<file path="src/rtl/mem_pkg.sv">
// Shared types and widths for the 16-bit data-memory port and its arbiter.
package mem_pkg;

    localparam int unsigned MEM_DATA_W      = 16;
    localparam int unsigned MEM_ADDR_W      = 16;
    localparam int unsigned MEM_WORD_ADDR_W = 10;
    localparam int unsigned STARVE_CNT_W    = 4;

    localparam logic [MEM_DATA_W-1:0] MEM_RDATA_FAULT = 16'h0000;

    typedef enum logic [1:0] {
        SEL_NONE,
        SEL_IF,
        SEL_LS
    } port_sel_e;

    // Winning request as presented to the memory port.
    typedef struct packed {
        logic [MEM_ADDR_W-1:0] addr;
        logic [MEM_DATA_W-1:0] wdata;
        logic                  we;
    } mem_req_t;

endpackage

</file>
<file path="src/rtl/arb_starve_ctr.sv">
// Counts consecutive denied fetch cycles and flags when fetch must be forced ahead.
module arb_starve_ctr
    import mem_pkg::*;
#(
    parameter int unsigned STARVE_LIMIT = 4
) (
    input  logic clk,
    input  logic reset_n,
    input  logic if_req,
    input  logic if_gnt,
    output logic force_if
);

    localparam logic [STARVE_CNT_W-1:0] LIMIT = STARVE_CNT_W'(STARVE_LIMIT);

    logic [STARVE_CNT_W-1:0] cnt_q;
    logic [STARVE_CNT_W-1:0] cnt_d;

    // Saturating count of denied cycles; any grant or dropped request restarts it.
    always_comb begin
        cnt_d = cnt_q;
        if (!if_req || if_gnt) begin
            cnt_d = '0;
        end else if (cnt_q < LIMIT) begin
            cnt_d = cnt_q + STARVE_CNT_W'(1);
        end
    end

    always_ff @(posedge clk or negedge reset_n) begin
        if (!reset_n) begin
            cnt_q <= '0;
        end else begin
            cnt_q <= cnt_d;
        end
    end

    assign force_if = (cnt_q == LIMIT);

endmodule

</file>
<file path="src/rtl/mem_port_arbiter.sv">
// Fetch / load-store arbiter in front of the single-port 16-bit data memory.
// Optional misaligned-access trap: define MEM_PORT_ARBITER_ALIGN_CHECK_EN.
module mem_port_arbiter
    import mem_pkg::*;
#(
    parameter int unsigned STARVE_LIMIT = 4
) (
    input  logic                  clk,
    input  logic                  reset_n,
    input  logic                  if_req,
    input  logic [MEM_ADDR_W-1:0] if_addr,
    output logic                  if_gnt,
    output logic                  if_rvalid,
    output logic [MEM_DATA_W-1:0] if_rdata,
    input  logic                  ls_req,
    input  logic                  ls_we,
    input  logic [MEM_ADDR_W-1:0] ls_addr,
    input  logic [MEM_DATA_W-1:0] ls_wdata,
    output logic                  ls_gnt,
    output logic                  ls_rvalid,
    output logic [MEM_DATA_W-1:0] ls_rdata,
    output logic [MEM_ADDR_W-1:0] mem_addr,
    output logic [MEM_DATA_W-1:0] mem_din,
    output logic                  mem_we,
    input  logic [MEM_DATA_W-1:0] mem_dout,
    output logic                  fault,
    output logic [MEM_ADDR_W-1:0] fault_addr
);

    port_sel_e             sel;
    mem_req_t              win;
    logic                  force_if;
    logic                  misaligned;
    logic [MEM_DATA_W-1:0] rd_data;

    arb_starve_ctr #(
        .STARVE_LIMIT(STARVE_LIMIT)
    ) u_starve (
        .clk      (clk),
        .reset_n  (reset_n),
        .if_req   (if_req),
        .if_gnt   (if_gnt),
        .force_if (force_if)
    );

    // Load/store wins unless fetch has hit its starvation limit; no grants in reset.
    always_comb begin
        sel = SEL_NONE;
        if (reset_n) begin
            if (ls_req && !(force_if && if_req)) begin
                sel = SEL_LS;
            end else if (if_req) begin
                sel = SEL_IF;
            end
        end
    end

    always_comb begin
        win = '0;
        case (sel)
            SEL_IF: begin
                win.addr = if_addr;
            end
            SEL_LS: begin
                win.addr  = ls_addr;
                win.wdata = ls_wdata;
                win.we    = ls_we;
            end
            default: begin
                win = '0;
            end
        endcase
    end

    assign if_gnt = (sel == SEL_IF);
    assign ls_gnt = (sel == SEL_LS);

`ifdef MEM_PORT_ARBITER_ALIGN_CHECK_EN
    assign misaligned = (sel != SEL_NONE) && win.addr[0];
`else
    assign misaligned = 1'b0;
`endif

    assign mem_addr = win.addr;
    assign mem_din  = win.wdata;
    assign mem_we   = win.we && !misaligned;
    assign rd_data  = misaligned ? MEM_RDATA_FAULT : mem_dout;

    // Responses: one-cycle rvalid after each grant; rdata holds between reads.
    always_ff @(posedge clk or negedge reset_n) begin
        if (!reset_n) begin
            if_rvalid <= 1'b0;
            ls_rvalid <= 1'b0;
            if_rdata  <= '0;
            ls_rdata  <= '0;
        end else begin
            if_rvalid <= if_gnt;
            ls_rvalid <= ls_gnt;
            if (if_gnt) begin
                if_rdata <= rd_data;
            end
            if (ls_gnt && !ls_we) begin
                ls_rdata <= rd_data;
            end
        end
    end

`ifdef MEM_PORT_ARBITER_ALIGN_CHECK_EN
    // Fault pulses alongside the faulting access's rvalid.
    always_ff @(posedge clk or negedge reset_n) begin
        if (!reset_n) begin
            fault      <= 1'b0;
            fault_addr <= '0;
        end else begin
            fault <= misaligned;
            if (misaligned) begin
                fault_addr <= win.addr;
            end
        end
    end
`else
    assign fault      = 1'b0;
    assign fault_addr = '0;
`endif

endmodule

</file>
<file path="config.mk">
export PLATFORM = sky130hd
export DESIGN_NAME = mem_port_arbiter
export DESIGN_NICKNAME = d
export VERILOG_FILES = /design/src/rtl/mem_pkg.sv /design/src/rtl/arb_starve_ctr.sv /design/src/rtl/mem_port_arbiter.sv
export SDC_FILE = /design/constraint.sdc
export NUM_CORES = 1
export LEC_CHECK = 0
export BUFFER_PORTS_ARGS = -buffer_cell sky130_fd_sc_hd__buf_2
export CORE_ASPECT_RATIO = 1.25
export CORE_MARGIN = 5
export CORE_UTILIZATION = 43
export DETAILED_ROUTE_END_ITERATION = 7
export PLACE_DENSITY = 0.86
export REMOVE_ABC_BUFFERS = 1
export SYNTH_ARGS = -nofsm -noshare
export SYNTH_HDL_FRONTEND = slang
export SYNTH_SLANG_ARGS = --single-unit
</file>
<file path="constraint.sdc">
create_clock -name clk -period 6.8 [get_ports clk]
set_input_delay 1.36 -clock clk [delete_from_list [all_inputs] [get_ports clk]]
set_output_delay 1.36 -clock clk [all_outputs]
set_load 0.01 [all_outputs]
</file>
## After elaboration in Yosys (flattened, before gate mapping)

Index checks and enable logic that the tools add are counted.

- Eq/ne operators: 3
- Add/subtract/negate cells: 1
- Reductions and logical operators: 8
- $lt $le $gt $ge: 1
- Muxes and demuxes: 7

Operators by type and width:

| operator | count |
|---|---|
| 16-bit one-hot mux with 2 select lines | 1 |
| 17-bit 2-to-1 mux | 1 |
| 4-bit 2-to-1 mux | 2 |
| 4-bit by 1-bit adder with 4-bit output, second input constant | 1 |
| 4-bit by 3-bit equality test with 1-bit output, second input constant | 1 |
| 4-bit by 3-bit less-than comparator with 1-bit output, second input constant | 1 |
| 2-bit 2-to-1 mux | 2 |
| 1-bit logical AND | 3 |
| 1-bit zero test | 3 |
| 2-bit by 1-bit equality test with 1-bit output, second input constant | 1 |
| 2-bit equality test, second input constant | 1 |
| 2-bit nonzero test | 1 |
| 1-bit logical OR | 1 |
| 1-bit 2-to-1 mux | 1 |

- Flip-flop bits (word level): 38
- Logic and storage cells: 25
- Output and inout bits: 86
- Input bits: 69

## Longest topological paths before layout

- Depth after elaboration: 9
- Depth in mapped cells: 9
- Gate-level depth less buffers: 7

## Cells and area by module

From an unflattened synthesis, not the netlist that was laid out.

- Cells, all modules: 193
- Area, all modules: 2,097.0 µm²

By module, submodules not included:

| module | seq. area each (µm²) | instances | area each (µm²) | cells each |
|---|---|---|---|---|
| mem_port_arbiter | 850.8 | 1 | 1,893.1 | 172 |
| arb_starve_ctr | 100.1 | 1 | 203.9 | 21 |

## Least setup slack after synthesis

Ideal clock, no wire load.

- Path kind: input-to-output
- Start point: input ls_req
- End point: output mem_addr[0]
- Arrival time: 2.566 ns
- Required time: 5.440 ns
- Stages on the path: 6
- Slack: 2.874 ns
- Path buffers: 1
- Cell sequence: inv_1 -> o211ai_1 -> ha_1 -> clkbuf_1 -> a22oi_1 -> nor2_1

- Cells in the longest elaborated chain, start to end: 5
- Elaborated cells on any way between the ends: 6
- Those cells by class: eq/ne (2); mux (3); reduce/logical (1)

RTL lines:

| item | RTL line | source |
|---|---|---|
| start: declaration | mem_port_arbiter.sv:15 | `input logic ls_req,` |
| 1-bit logical AND | mem_port_arbiter.sv:50 | `if (ls_req && !(force_if && if_req)) begin` |
| 2-bit 2-to-1 mux | mem_port_arbiter.sv:50 |  |
| 2-bit 2-to-1 mux | mem_port_arbiter.sv:49 | `if (reset_n) begin` |
| 2-bit equality test | -- |  |
| via ls_gnt | mem_port_arbiter.sv:19 | `output logic ls_gnt,` |
| 16-bit one-hot mux with 2 select lines | mem_port_arbiter.sv:60 | `case (sel)` |
| end: declaration | mem_port_arbiter.sv:22 | `output logic [MEM_ADDR_W-1:0] mem_addr,` |

The timed path passes the listed nets, and every way through them passes these cells.

## Worst setup path after layout

- Start point: input reset_n
- End point: output mem_addr[9]

- Cells in the longest elaborated chain, start to end: 3
- Elaborated cells on any way between the ends: 4
- Those cells by class: eq/ne (2); mux (2)

RTL lines:

| item | RTL line | source |
|---|---|---|
| start: declaration | mem_port_arbiter.sv:9 | `input logic reset_n,` |
| 2-bit 2-to-1 mux * | mem_port_arbiter.sv:49 |  |
| 2-bit equality test or 2-bit by 1-bit equality test with 1-bit output (tied branches) | mem_port_arbiter.sv:60 |  |
| 16-bit one-hot mux with 2 select lines * | mem_port_arbiter.sv:60 |  |

Every way passes the cells marked *; elsewhere a longest branch is shown, timed or not.

==> run_results.csv <==
group,metric,value,unit
synth,ys_ff_latch,38,
synth,yosysUniqueCellTypes,24,
power_and_ir_drop,intPower,0.519,mW
layout,final_cells,368,
power_and_ir_drop,ir_drop,0.160,mV
timing,tns,0,ps
power_and_ir_drop,clkPwrFrac,31.7,%
clocking,cts_resized,0,
timing,setup_violations,0,
synth,ys_warn_count,0,
synth,yosysTopAreaCell,"dfrtp_1",
place,portBuffers,137,
timing,whs,506,ps
grt,grt_remaining_overflow,0,
floorplanning,dieArea,6160,sq um
worst_setup_path,regToRegSetupSlack,3800,ps
status,status,"complete, no violations",
detailed_routing,drc,0,
clocking,cts_made_buffers,5,
clocking,cts-root-buf,"clkbuf_8",
clocking,htree_levels,2,
detailed_routing,drt-pass1-iter-count,4,
synth,synth_top_area_share,47.3,%
timing,rsz0062_at_grt,"false",
layout,synthToLayoutAreaGrowth,39.2,%
worst_setup_path,start_kind,"input pin",
layout,drive_gt1_share,58.1,%
clocking,tritoncts,"built",
synth,yosysSeqAreaShare,47.3,%
floorplanning,core_area,4460,sq um
synth,async_flop_share,100,%
worst_setup_path,r2r-start,"u_starve.cnt_q[0]$_DFFE_PN0P_",
floorplanning,rows,27,
clocking,clkTransAtPathRegs,80,ps
clocking,clock-sinks,38,
detailed_routing,via_per_inst,4.65,
timing,tightestPinTransition,1090,ps
place,hpwl,4540,um
clocking,postCtsSetupBuffers,0,
timing,hold_violations,0,
timing,setup_slack,1960,ps
power_and_ir_drop,power.density,255,nW/um^2
layout,regArea,951,sq um
layout,diodes,0,
grt,grt_max_degree,43,
timing,timing.final.crit_period,4840,ps
timing,fmax,0.207,GHz
layout,nFillCells,372,
flow_run,maxCapViolCount,0,
power_and_ir_drop,p_seq_share,41.3,%
synth,synthFlopType,"dfrtp_1",
timing,period_share,71.1,%
detailed_routing,wirelength,5640,um
timing,skew,7.54,ps
synth,syn_area,2010,sq um
synth,syn_area_per_cell,11.6,sq um
synth,yosysMostFrequentCell,"dfrtp_1",
power_and_ir_drop,comb_power_share,27.0,%
synth,yosys-top-cells-count,"dfrtp_1, mux2_2, and2_1, buf_4, nor2_1",
grt,grtUsageTotal,18.0,%
hold_path,whs_path_depth,1,
detailed_routing,vias,1711,
clocking,clk_path_buf_depth,2,
synth,synth_edf_count,0,
hold_path,hp-start,"ls_rdata[5]$_DFFE_PN0P_",
timing,maxSlewViolCount,0,
worst_setup_path,r2r-end,"ls_rdata[14]$_DFFE_PN0P_",
synth,netlist_instances,174,
hold_path,min_to,"ls_rdata[5]$_DFFE_PN0P_",
hold_path,hold_class,"register to register",
power_and_ir_drop,power.switching,0.196,mW
power_and_ir_drop,swShare,27.4,%
detailed_routing,wl_per_cell,15.3,um
timing,slew_headroom,27.5,%
place,dpl_worst_slack,1920,ps
place,place.gp.congestion,0.752,
grt,antenna_found_initial,1,
clocking,cts_hold_buf,0,
worst_setup_path,worstPathMaxFanout,42,
synth,synth_area_leaders,"dfrtp_1, mux2_2, mux2_4",
layout,fin_nets,383,
worst_setup_path,arrival,3480,ps
layout,multi_input_area,920,sq um
grt,grt_pass1_wl,8910,um
worst_setup_path,worst_setup_path_end_kind,"output port",
floorplanning,die_h,86.5,um
worst_setup_path,r2r_cells,7,
floorplanning,start_util,45.1,%
power_and_ir_drop,p_leak,1.56,nW
floorplanning,io_pins,155,
place,dp_cells,360,
detailed_routing,ant_nets,0,
grt,grt_pass1_vias,1806,
floorplanning,die_w,71.2,um
worst_setup_path,worstPathRequired,5440,ps
detailed_routing,drt_iter0_drc,32,
worst_setup_path,path_class,"input pin to output port",
clocking,clk_latency,290,ps
[cells in the final DEF (no fill, tap or decap), types with 3 or more instances in the layout]
cell	synthesis	routed
buf_2	2	137
dfrtp_1	38	38
mux2_2	22	22
nor2_1	17	17
and2_1	17	17
conb_1	1	17
a22oi_1	16	16
mux2_4	10	10
inv_1	5	5
ha_1	5	5
clkbuf_8	0	5
nand2b_1	3	3
a21oi_1	3	3
[power groups by stage]
stage / clock [mW] / sequential, mW / combinational [mW]
global route: 0.243 / 0.302 / 0.212
global placement: 0 / 0.298 / 0.190
finish: 0.226 / 0.296 / 0.193
CTS: 0.231 / 0.296 / 0.196
detailed placement: 0 / 0.299 / 0.196
floorplan: 0 / 0.319 / 0.0794
[registers in the layout (all words and copies together), names as in the netlist]
register,count
if_rdata,16
if_rvalid,1
ls_rdata,16
ls_rvalid,1
u_starve.cnt_q,4
[layout make-up]
type	count	area share (%)
repair buffers	139	25.0
well taps	58	2.59
multi-input cells	120	32.8
inverters	5	0.670
clock buffers	5	2.46
flip-flops and latches	38	34.0
clock inverters	3	2.46
[routing by layer]
layer | global-route usage [%] | up-vias | part of all wire, %
met5 | 0 | - | 0.32
li1 | - | 829 | -
met1 | 21.5 | 774 | 38
met4 | 3.08 | 2 | 0.74
met2 | 30.6 | 98 | 48
met3 | 7.66 | 8 | 12
[worst max-delay path: stages]
cell and delay (ps):
buf_2 70, buf_4 420, o211a_1 230, ha_1 880, a22oi_1 160, nor2_1 170
buf_2 180
[kinds of logic (layout without fill, tap and decap cells)]
| family | count (synthesis) | count (layout) | share of synthesized area, % |
|---|---|---|---|
| multiplexers | 32 | 32 | 19.8 |
| other | 1 | 17 | 0.186 |
| AO/OA/AOI/OAI | 23 | 23 | 8.08 |
| buffers and inverters | 32 | 152 | 10.0 |
| AND/OR/NAND/NOR | 43 | 43 | 11.6 |
| flip-flops | 38 | 38 | 47.3 |
| adder cells (fa/ha/maj) | 5 | 5 | 3.11 |
[worst max path at each step]
| stage | from | to | slack (ps) | cells after the start |
|---|---|---|---|---|
| 2_1_floorplan | ls_req | mem_addr[7] | 2640 | 5 |
| 3_3_place_gp | reset_n | mem_addr[7] | 1980 | 7 |
| 3_5_place_dp | reset_n | mem_addr[7] | 1920 | 7 |
| 4_1_cts | reset_n | mem_addr[7] | 1910 | 7 |
| 5_1_grt | reset_n | mem_addr[5] | 1710 | 7 |
| 6_report | reset_n | mem_addr[9] | 1960 | 7 |
[stage by stage]
stage / power [mW] / utilization (%) / area [sq um]
after floorplan: 0.399 / - / 1890
after global placement: 0.488 / 59.7 / 2660
after detailed placement: 0.495 / 59.7 / 2660
after CTS: 0.723 / 62.8 / 2800
after global routing: 0.757 / 62.8 / 2800
final: 0.715 / 62.8 / 2800
Power figures use the tool's default switching activity.
